## src/rtl/alu_seq.sv

```systemverilog
// Sequential handshaked ALU: single-cycle add/sub/logic ops, iterative shift-add multiply
// and restoring divide, one operation in flight, registered result and status flags.
module alu_seq #(
    parameter int DATA_WIDTH = 16
) (
    input  logic                  clk,
    input  logic                  rst,
    input  logic                  in_valid,
    output logic                  in_ready,
    input  logic [2:0]            oc,
    input  logic [DATA_WIDTH-1:0] a,
    input  logic [DATA_WIDTH-1:0] b,
    output logic                  out_valid,
    input  logic                  out_ready,
    output logic [DATA_WIDTH-1:0] f,
    output logic                  flag_z,
    output logic                  flag_c,
    output logic                  flag_v,
    output logic                  flag_dz
);

    localparam int CW = $clog2(DATA_WIDTH + 1);
    localparam logic [CW-1:0] CNT_LAST = CW'(DATA_WIDTH - 1);
    localparam logic [CW-1:0] CNT_ONE  = CW'(1);

    localparam logic [2:0] OC_ADD = 3'b000;
    localparam logic [2:0] OC_SUB = 3'b001;
    localparam logic [2:0] OC_MUL = 3'b010;
    localparam logic [2:0] OC_DIV = 3'b011;
    localparam logic [2:0] OC_NOT = 3'b100;
    localparam logic [2:0] OC_XOR = 3'b101;
    localparam logic [2:0] OC_OR  = 3'b110;
    localparam logic [2:0] OC_AND = 3'b111;

    typedef enum logic [1:0] {
        IDLE = 2'd0,
        BUSY = 2'd1,
        DONE = 2'd2
    } state_t;

    state_t                  state_r;
    logic                    is_div_r;
    logic [CW-1:0]           cnt_r;
    logic [DATA_WIDTH-1:0]   hi_r;   // product high half / partial remainder
    logic [DATA_WIDTH-1:0]   lo_r;   // multiplier bits / dividend shifting into quotient
    logic [DATA_WIDTH-1:0]   opd_r;  // multiplicand / divisor

    logic [DATA_WIDTH:0]     sum_s;
    logic [DATA_WIDTH:0]     diff_s;
    logic [DATA_WIDTH-1:0]   res_s;
    logic                    c_s;
    logic                    v_s;
    logic                    dz_s;
    logic                    iter_s;
    logic [DATA_WIDTH:0]     mul_sum_s;
    logic [DATA_WIDTH:0]     rem_shift_s;
    logic [DATA_WIDTH-1:0]   step_hi_s;
    logic [DATA_WIDTH-1:0]   step_lo_s;

    // Single-cycle result and flags, computed directly from the live operands
    always_comb begin
        sum_s  = {1'b0, a} + {1'b0, b};
        diff_s = {1'b0, a} - {1'b0, b};
        res_s  = {DATA_WIDTH{1'b0}};
        c_s    = 1'b0;
        v_s    = 1'b0;
        dz_s   = 1'b0;
        iter_s = 1'b0;
        case (oc)
            OC_ADD: begin
                res_s = sum_s[DATA_WIDTH-1:0];
                c_s   = sum_s[DATA_WIDTH];
                v_s   = (a[DATA_WIDTH-1] == b[DATA_WIDTH-1]) && (sum_s[DATA_WIDTH-1] != a[DATA_WIDTH-1]);
            end
            OC_SUB: begin
                res_s = diff_s[DATA_WIDTH-1:0];
                c_s   = diff_s[DATA_WIDTH];
                v_s   = (a[DATA_WIDTH-1] != b[DATA_WIDTH-1]) && (diff_s[DATA_WIDTH-1] != a[DATA_WIDTH-1]);
            end
            OC_MUL: iter_s = 1'b1;
            OC_DIV: begin
                if (b == {DATA_WIDTH{1'b0}}) begin
                    dz_s = 1'b1;
                end else begin
                    iter_s = 1'b1;
                end
            end
            OC_NOT:  res_s = ~a;
            OC_XOR:  res_s = a ^ b;
            OC_OR:   res_s = a | b;
            OC_AND:  res_s = a & b;
            default: res_s = {DATA_WIDTH{1'b0}};
        endcase
    end

    // One iteration of shift-add multiply or restoring divide
    always_comb begin
        mul_sum_s   = {1'b0, hi_r} + (lo_r[0] ? {1'b0, opd_r} : {(DATA_WIDTH + 1){1'b0}});
        rem_shift_s = {hi_r, lo_r[DATA_WIDTH-1]};
        if (is_div_r) begin
            if (rem_shift_s >= {1'b0, opd_r}) begin
                // Difference is below the divisor, so the low bits hold it exactly
                step_hi_s = rem_shift_s[DATA_WIDTH-1:0] - opd_r;
                step_lo_s = {lo_r[DATA_WIDTH-2:0], 1'b1};
            end else begin
                step_hi_s = rem_shift_s[DATA_WIDTH-1:0];
                step_lo_s = {lo_r[DATA_WIDTH-2:0], 1'b0};
            end
        end else begin
            step_hi_s = mul_sum_s[DATA_WIDTH:1];
            step_lo_s = {mul_sum_s[0], lo_r[DATA_WIDTH-1:1]};
        end
    end

    // Control FSM with registered handshake, result and flags
    always_ff @(posedge clk) begin
        if (rst) begin
            state_r   <= IDLE;
            in_ready  <= 1'b1;
            out_valid <= 1'b0;
            f         <= {DATA_WIDTH{1'b0}};
            flag_z    <= 1'b0;
            flag_c    <= 1'b0;
            flag_v    <= 1'b0;
            flag_dz   <= 1'b0;
            is_div_r  <= 1'b0;
            cnt_r     <= {CW{1'b0}};
            hi_r      <= {DATA_WIDTH{1'b0}};
            lo_r      <= {DATA_WIDTH{1'b0}};
            opd_r     <= {DATA_WIDTH{1'b0}};
        end else begin
            case (state_r)
                IDLE: begin
                    if (in_valid) begin
                        in_ready <= 1'b0;
                        if (iter_s) begin
                            state_r  <= BUSY;
                            is_div_r <= (oc == OC_DIV);
                            cnt_r    <= {CW{1'b0}};
                            hi_r     <= {DATA_WIDTH{1'b0}};
                            lo_r     <= (oc == OC_DIV) ? a : b;
                            opd_r    <= (oc == OC_DIV) ? b : a;
                        end else begin
                            state_r   <= DONE;
                            out_valid <= 1'b1;
                            f         <= res_s;
                            flag_z    <= (res_s == {DATA_WIDTH{1'b0}});
                            flag_c    <= c_s;
                            flag_v    <= v_s;
                            flag_dz   <= dz_s;
                        end
                    end
                end
                BUSY: begin
                    cnt_r <= cnt_r + CNT_ONE;
                    hi_r  <= step_hi_s;
                    lo_r  <= step_lo_s;
                    if (cnt_r == CNT_LAST) begin
                        state_r   <= DONE;
                        out_valid <= 1'b1;
                        f         <= step_lo_s;
                        flag_z    <= (step_lo_s == {DATA_WIDTH{1'b0}});
                        flag_c    <= !is_div_r && (step_hi_s != {DATA_WIDTH{1'b0}});
                        flag_v    <= 1'b0;
                        flag_dz   <= 1'b0;
                    end
                end
                DONE: begin
                    if (out_ready) begin
                        state_r   <= IDLE;
                        in_ready  <= 1'b1;
                        out_valid <= 1'b0;
                    end
                end
                default: begin
                    state_r   <= IDLE;
                    in_ready  <= 1'b1;
                    out_valid <= 1'b0;
                end
            endcase
        end
    end

endmodule

```

## config.mk

```make
export PLATFORM = sky130hd
export DESIGN_NAME = alu_seq
export DESIGN_NICKNAME = d
export VERILOG_FILES = /design/src/rtl/alu_seq.sv
export SDC_FILE = /design/constraint.sdc
export NUM_CORES = 1
export LEC_CHECK = 0
export CAP_MARGIN = 20
export CORE_MARGIN = 5
export CORE_UTILIZATION = 45
export CTS_CLUSTER_DIAMETER = 60
export CTS_CLUSTER_SIZE = 14
export DETAILED_ROUTE_END_ITERATION = 8
export PLACE_DENSITY = 0.68
export SLEW_MARGIN = 20
export SYNTH_ARGS = -nofsm -noshare
export SYNTH_HDL_FRONTEND = slang
export SYNTH_SLANG_ARGS = --single-unit
```

## constraint.sdc

```tcl
create_clock -name clk -period 3.96 [get_ports clk]
set_clock_uncertainty 0.2 [all_clocks]
set_input_delay 0.792 -clock clk [delete_from_list [all_inputs] [get_ports clk]]
set_output_delay 0.792 -clock clk [all_outputs]
set_load 0.02 [all_outputs]
```

**Yosys cells after proc, flatten, opt, wreduce, memory -nomap -nowiden**

Cells that the tools add are included.

- $add $sub $neg: 5
- $mul: 0
- Divide/modulo/power cells: 0
- Magnitude comparators: 1
- Equal/unequal tests: 19
- Shift-type cells: 0
- Mux-type cells: 55
- Bitwise operators: 5
- Reduce and logical (&&, ||, !) cells: 17

Operator list:

| cell | number |
|---|---|
| 2-to-1 mux 16 bit | 13 |
| case mux 16 bit (2 select lines) | 3 |
| case mux 16 bit (6 select lines) | 1 |
| zero test 16 bit | 3 |
| adder 16 x 16 -> 17 bit | 2 |
| 2-to-1 mux 1 bit | 21 |
| greater-or-equal comparator 17 x 16 -> 1 bit | 1 |
| subtractor 16 x 16 -> 17 bit | 1 |
| bitwise AND 16 bit | 1 |
| inverter 16 bit | 1 |
| OR 16 bit | 1 |
| nonzero test 16 bit | 1 |
| subtractor 16 bit | 1 |
| bitwise XOR 16 bit | 1 |
| case mux 1 bit (2 select lines) | 7 |
| equality test 3 bit (second input constant) | 4 |
| AND reduction 3 bit | 4 |
| 2-to-1 mux 5 bit | 2 |
| != test 2 bit (second input constant) | 5 |
| case mux 5 bit (2 select lines) | 1 |
| 2-to-1 mux 2 bit | 4 |
| AND reduction 4 bit | 2 |
| equality test 3 x 2 -> 1 bit (second input constant) | 2 |
| case mux 1 bit (3 select lines) | 2 |
| 14 further kinds | 18 |

- Flip-flop bits (word level): 78
- Latch bits: 0
- Memory bits (writable): 0
- ROM bits: 0
- Input bits: 39
- Output and inout port bits: 22
- Word-level logic and storage cells: 115
- Memories: 0

**Longest topological paths before layout**

Gate-level depths: netlist of run 1.

- Word-level depth: 7
- Mapped depth: 14
- Depth with buffers taken out: 13

**Worst setup path before layout of run 1**

Ideal clock, no wire load.

- Path type: input to register
- From: input a[1]
- To: register f[15]
- Library setup time: 132 ps
- Arrival: 2923 ps
- Data required time: 3628 ps
- Slack: 705 ps
- Stages: 11
- Path buffers: 0
- Cells stage by stage: inv_1 ha_1 a211oi_2 o21bai_1 o2111ai_1 a21oi_1 a211oi_1 a21oi_1 xor2_1 a2111oi_0 nor3_1

- Word-level cells in the longest chain between the ends: 5
- Elaborated cells between the ends (all ways): 6
- Classes of those cells: add/sub (2); mux (4)

RTL lines:

| item | RTL line | text |
|---|---|---|
| from (decl) | 11 | `input logic [DATA_WIDTH-1:0] a,` |
| subtractor 16 x 16 -> 17 bit or adder 16 x 16 -> 17 bit (tied branches) | 63, 62 |  |
| case mux 16 bit (6 select lines) * | 69 | `case (oc)` |
| 2-to-1 mux 16 bit * | 136 | `if (iter_s) begin` |
| 2-to-1 mux 16 bit * | 134 | `if (in_valid) begin` |
| case mux 16 bit (2 select lines) * | 132 | `case (state_r)` |
| to (signal assigned) | 121 | `f <= {DATA_WIDTH{1'b0}};` |
| to (signal assigned) | 146 | `f <= res_s;` |
| to (signal assigned) | 161 | `f <= step_lo_s;` |
| to (decl) | 15 | `output logic [DATA_WIDTH-1:0] f,` |

Mark *: on every way between the ends. The rest lies on a longest branch, timed or not. The select of a mux whose other input is x is not followed.
A chain may end at the register's enable or synchronous reset.

**Final worst setup path of run 1**

- From: input b[0]
- To: register flag_c

- Word-level cells in the longest chain between the ends: 5
- Elaborated cells between the ends (all ways): 11
- Classes of those cells: add/sub (2); eq/ne (1); mux (6); reduce/logical (2)

RTL lines:

| item | RTL line | text |
|---|---|---|
| from (decl) | 12 | `input logic [DATA_WIDTH-1:0] b,` |
| subtractor 16 x 16 -> 17 bit, or another cell as far along | 63 | `diff_s = {1'b0, a} - {1'b0, b};` |
| case mux 1 bit (2 select lines) or 2-to-1 mux 1 bit (tied branches) | 69, 82 |  |
| 2-to-1 mux 1 bit or case mux 1 bit (2 select lines) (tied branches) | 136, 69 |  |
| 2-to-1 mux 1 bit or != test 2 bit (tied branches) | n/a |  |
| case mux 1 bit (2 select lines) or AND reduction 4 bit (tied branches) | n/a |  |
| to (signal assigned) | 148 | `flag_c <= c_s;` |
| to (signal assigned) | 163 | `flag_c <= !is_div_r && (step_hi_s != {DATA_WIDTH{1'b0}});` |
| to (decl) | 17 | `output logic flag_c,` |

Parallel ways exist; a longest one is shown, timed or not. The select of a mux whose other input is x is not followed.

==> run metrics, run 1 <==
Critical Path AT 3.91 ns; Final WS setup roughly 0.097 ns; ANT nets after route 0; Layout Area Growth over Synthesis 23.36%; sequential cell area fraction in the yosys report around 18%; I/O Buffers 60; Initial Util 45.54%; Num CTS Buffers 9; Gate Count Post-Synth 1180; CTS Buffer Depth 2; Avg WL per Cell 18.93 um; vias in the first global route 8865; adder-cell share of the synthesized area 13.70%; final core occ 56.18%; Hold Fails Final Rpt 0; WL met3 2.057 mm; origin of the worst setup path b[0]; DR vias 9351; # hold bufs at CTS 0; first-pass GRT wire length ~47 mm; area of the multi-input gates 0.006668 mm2; FF+latch area 0.001562 mm2; largest family of logic cells by synthesized area compound AO/OA/AOI/OAI gates; highest metal used met4; Iteration-0 DRC Markers 965; Die W approximately 150 um; Design Area, Final 0.01086 mm2; Total Die Area 0.02247 mm2; worst path required time 4.01 ns; CP max FO 4; Synth Warn # 0; gpl congestion 1.003; Max Freq 258.9 MHz; CTS H-Tree Depth 3; total of fill cells in the finished design 1832; Post-synth EDFFs 0; IO Pins 61; wire length on met1 between 10 and 15 mm; Final Cycle Share 97.54%; post-route DRC violation count 0; Die Y 149.9 um; Total GRT Usage 26.73%; Area after DPL 0.01049 mm2; Post-DP HPWL 23.65 mm; DRT Pass-1 Iters 5; synthesized area per cell 7.463 um2; Skew-Pair Late Insertion Delay 0.35 ns; Worst slew margin 39.31%; pin count of the biggest net entering global routing 74; multiplexer share of the synthesized area ~7.0%; Area contributors post-synth dfxtp_1 (18%), ha_1 (13%), a21oi_1 (6.3%), nor2_1 (5.3%), nand2_1 (5.0%); synthesized area 0.008806 mm2; most common cell in the netlist nor2_1; Placeable Area just under 0.02 mm2; Worst Setup End Kind register; Place WS -0.3261 ns; async set-reset flop share out of synthesis 0%; clock transition at the registers of the reported paths 0.07 ns; fin crit period slightly below 4 ns; complex-gate fraction of the synthesized area 28.23%; post-synth cell types 94; top cell type by total area after synthesis dfxtp_1; final setup vio count 0; min-delay worst type reg2reg; Pwr Density around 270 mW/mm2; DRT Wirelength 30.04 mm; FF-to-FF Start lo_r[15]; startpoint class of the critical path input port; num rows 51; Nets 1450; initial antenna violation count 0; critical path class in2reg; routed vias/inst just under 6; TritonCTS clock tree built; commonest cells in the netlist nor2_1 (124), nand2_1 (117), a21oi_1 (110), ha_1 (90), inv_1 (86); clock tree sinks between 70 and 80; worst vdd ir 0.2197 mV; Worst-Margin Slew 0.9104 ns; Antenna Cells 0; Slew Limit Fails 0; outcome finished clean; Simple-Gate Fraction of Synth Area 22.25%; share of layout cells above drive strength 1 17.55%; clk root buf clkbuf_16; Synth Area in XOR/XNOR 3.581%; max-cap violation count 0; total grt overflow 0; Synth Register Bits between 70 and 80; share of the synthesized area in the top cell type 17.73%; P_leak around 0.0045 uW; Synth Net Count ~1.3k; Met2 Wirelength 14.14 mm; critical hold path startpoint f[2]; Synth Flop Type dfxtp_1
==> worst max-delay path: stages <==
cell	delay, ns
clkdlybuf4s50_1	0.52
buf_4	0.20
ha_1	0.21
fa_1	0.41
nor2_2	0.18
o211ai_1	0.22
a211oi_2	0.26
buf_4	0.15
o31ai_1	0.06
a211oi_1	0.28
a22oi_2	0.13
a211oi_2	0.24
nand4_1	0.11
and2_1	0.16
==> timing repair <==
item                                   CTS  global route
endpoints found under the hold margin    0             0
buffers inserted                         0             1
setup endpoints to repair                0             6
gates resized for setup                  0            18
==> stage by stage <==
stage | setup TNS [ns] | instances | hold WS (ns) | total power, uW
2_1_floorplan | 0 | 1180 | 0.2598 | 1633
3_3_place_gp | -0.9758 | 1570 | 0.2417 | 2076
3_5_place_dp | -1.377 | 1570 | 0.2472 | 2083
4_1_cts | 0 | 1586 | 0.2601 | 2909
5_1_grt | -0.09121 | 1587 | 0.2823 | 3082
6_report | 0 | 1587 | 0.2522 | 2928
==> where the power goes <==
group	switching [uW]	internal [uW]
combinational	696	545
clock	371	452
sequential	39.5	825
==> kinds of logic (layout without fill, tap and decap cells) <==
family	Yosys count	count (layout)
flip-flops	78	78
XOR/XNOR	36	36
buffers and inverters	162	304
AND/OR/NAND/NOR	411	411
multiplexers	46	46
adder cells (fa/ha/maj)	94	94
AO/OA/AOI/OAI	353	353
==> worst paths after layout <==
kind / depth (start not counted) / end / slack (ns)
worst max register to register: 13 / flag_c / 0.30
worst min register to register: 2 / f[2] / 0.25
worst min-delay path: 2 / f[2] / 0.25
worst max-delay path: 14 / flag_c / 0.1
==> flip-flops by register name (all words and copies together) (netlist names) <==
name and count:
cnt_r 5, f 16, flag_c 1, flag_dz 1
flag_v 1, flag_z 1, hi_r 16, in_ready 1
is_div_r 1, lo_r 16, opd_r 16, out_valid 1
state_r 2
==> cell type report <==
class,instances,share of cell area (%)
timing repair buffer,199,15.43
clock buffer,10,2.200
multi-input combinational,940,61.38
clock inverter,6,0.4838
inverter,89,3.075
tap,265,3.052
sequential,78,14.37
==> placed cells by master, fill, tap and decap left out, types with 28 or more instances in the layout <==
cell / Yosys / final
buf_4: 1 / 136
nor2_1: 124 / 123
nand2_1: 117 / 116
a21oi_1: 110 / 108
ha_1: 90 / 90
inv_1: 86 / 86
dfxtp_1: 78 / 78
clkdlybuf4s50_1: 0 / 59
o211ai_1: 38 / 38
o21ai_0: 37 / 36
nand3_1: 28 / 28
==> layer usage <==
| layer | track usage (%) | vias to the layer above |
|---|---|---|
| met5 | 0 | - |
| met4 | 13.27 | 0 |
| met3 | 4.755 | 71 |
| met2 | 44.22 | 353 |
| met1 | 33.43 | 4390 |
| li1 | - | 4537 |
No activity file was read; power rests on OpenSTA's default activity.
==> run 2, diff against run 1 <==
Settings changed: CTS_CLUSTER_SIZE 14 to 8, DONT_BUFFER_PORTS set to 1, PLACE_DENSITY 0.68 to 0.64.
==> run metrics, run 2 (synthesis gave the netlist of run 1 again) <==
FF-to-FF Start lo_r[15]; DR vias 8685 (-7.1%); worst vdd ir 0.1962 mV (-11%); Worst slew margin 35.36% (-4.0 points); clock tree sinks 78 (unchanged); Num CTS Buffers 9 (unchanged); Worst Setup End Kind register; Final Cycle Share 91.72% (-5.8 points); Total Die Area 0.02247 mm2 (unchanged); pin count of the biggest net entering global routing 75 (+1.4%); Avg WL per Cell 20.48 um (+8.2%); outcome finished clean; final setup vio count 0 (unchanged); RSZ-0062 raised after global routing no; # hold bufs at CTS 0 (unchanged); share of layout cells above drive strength 1 10.24% (-7.3 points); Iteration-0 DRC Markers 814 (-16%); Max Freq 275.3 MHz (+6.3%); Area after DPL 0.009116 mm2 (-13%); r2r endpoint flag_c; max-cap violation count 0 (unchanged); Met2 Wirelength 13.45 mm (-4.9%); DRT Wirelength 29.22 mm (-2.7%); Skew-Pair Late Insertion Delay 0.35 ns (about the same); Hold Fails Final Rpt 0 (unchanged); Reg2Reg Depth 13 (unchanged); routed vias/inst 6.086 (+3.3%); most frequent cells in the layout nor2_1 (124), nand2_1 (116), a21oi_1 (110); post_cts resized 0 (unchanged); wire length on met1 12.26 mm (-1.4%); CP max FO 3 (-1); first-pass GRT wire length 45.83 mm (-3.2%); Critical Path AT 3.68 ns (-0.23 ns); Die W 149.9 um (unchanged); DRT Pass-1 Iters 6 (+1); critical hold path startpoint cnt_r[1]; IO Pins 61 (unchanged); worst path required time 4.01 ns (about the same); Initial Util 45.54% (unchanged); clk root buf clkbuf_16; Placeable Area 0.01933 mm2 (unchanged); gpl congestion 0.9648 (-3.8%); Design Area, Final 0.009472 mm2 (-13%); I/O Buffers 0 (-100%); critical path class reg2reg; TritonCTS clock tree built; setup_tns 0 ns (unchanged); Post-DP HPWL 22.52 mm (-4.8%); post-route DRC violation count 0 (unchanged); Hold Path Depth 2 (unchanged); Pwr Density 301.7 mW/mm2 (+12%); worst hold path endpoint cnt_r[1]; initial antenna violation count 0 (unchanged); total grt overflow 0 (unchanged); CTS Buffer Depth 2 (unchanged); vias in the first global route 8173 (-7.8%); Worst-Margin Slew 0.9697 ns (+0.05931 ns); P_leak 0.003818 uW (-16%); WL met3 1.917 mm (-6.8%); Die Y 149.9 um (unchanged); Antenna Cells 0 (unchanged); ANT nets after route 0 (unchanged); Nets 1290 (-11%); CTS H-Tree Depth 3 (unchanged); commonest non-fill, non-tap cell in the layout nor2_1; highest metal used met4; fin crit period 3.632 ns (-0.2304 ns); clock transition at the registers of the reported paths 0.07 ns (about the same); Slew Limit Fails 0 (unchanged); startpoint class of the critical path register; num rows 51 (unchanged); min-delay worst type reg2reg; Reg2Reg Setup Slack 0.33 ns (+0.03 ns); Layout Area Growth over Synthesis 7.559%; Total GRT Usage 25.98% (-0.75 points); post-CTS setup buffers 0 (unchanged)
run 2: cell types whose count changed in the layout (fill, tap and decap cells not counted), moves of 2 or more:
cell | previous run | this run
a21oi_2 | 4 | 2
buf_12 | 3 | 0
clkinvlp_4 | 2 | 0
a21oi_1 | 108 | 110
a221oi_1 | 2 | 4
buf_4 | 136 | 39
a211oi_1 | 27 | 30
bufinv_16 | 0 | 3
a211oi_2 | 6 | 3
a2111oi_0 | 3 | 5
clkdlybuf4s50_1 | 59 | 0
a221oi_2 | 4 | 2
run 2: critical path, cell delays in order, from the launching register on:
cell and delay [ns]:
dfxtp_1 0.38, inv_1 0.13, ha_1 0.20, inv_1 0.06, fa_1 0.42, a21oi_2 0.21
o2111ai_1 0.26, a2111oi_2 0.49, o31ai_1 0.17, xor2_1 0.17, a211o_1 0.35, a211oi_1 0.23
nand4_1 0.10, and2_1 0.16
run 2: worst max-delay path by stage:
stage / start / to / slack [ns]
floorplan: a[1] / f[15] / 0.71
global placement: a[1] / f[15] / 0.11
detailed placement: a[1] / f[15] / 0.08
CTS: lo_r[15] / flag_c / 0.32
global route: lo_r[15] / flag_c / 0.05
finish: lo_r[15] / flag_c / 0.33
run 2: final cells by class:
type                            instances  area (um2)
Clock buffer                           10       239.0
Clock inverter                          6       116.4
Fill cell                            1957        9863
Inverter                               89       334.1
Multi-Input combinational cell        940        6595
Sequential cell                        78        1563
Tap cell                              265       331.6
Timing Repair Buffer                   39       292.8
run 2: through the flow:
stage | total power, uW | hold WS, ns | setup slack (ns) | std cells | utilization (%)
floorplan | 1633 | 0.2598 | 0.7051 | 1180 | -
global placement | 1858 | 0.2714 | 0.1062 | 1411 | 47.15
detailed placement | 1861 | 0.2776 | 0.07507 | 1411 | 47.15
CTS | 2856 | 0.2867 | 0.3205 | 1427 | 48.99
global route | 3001 | 0.3027 | 0.04835 | 1427 | 48.99
finish | 2858 | 0.2889 | 0.3277 | 1427 | 48.99
run 2: power breakdown:
group / total, uW / switching [uW] / internal, uW
Sequential: 885 / 59.8 / 825
Combinational: 976 / 584 / 392
Clock: 997 / 359 / 638
run 2: routing by layer:
| metal | up-vias | global-route usage [%] |
|---|---|---|
| met5 | - | 0 |
| met4 | 0 | 14.14 |
| met3 | 83 | 5.360 |
| met2 | 349 | 41.95 |
| met1 | 4042 | 32.38 |
| li1 | 4211 | - |
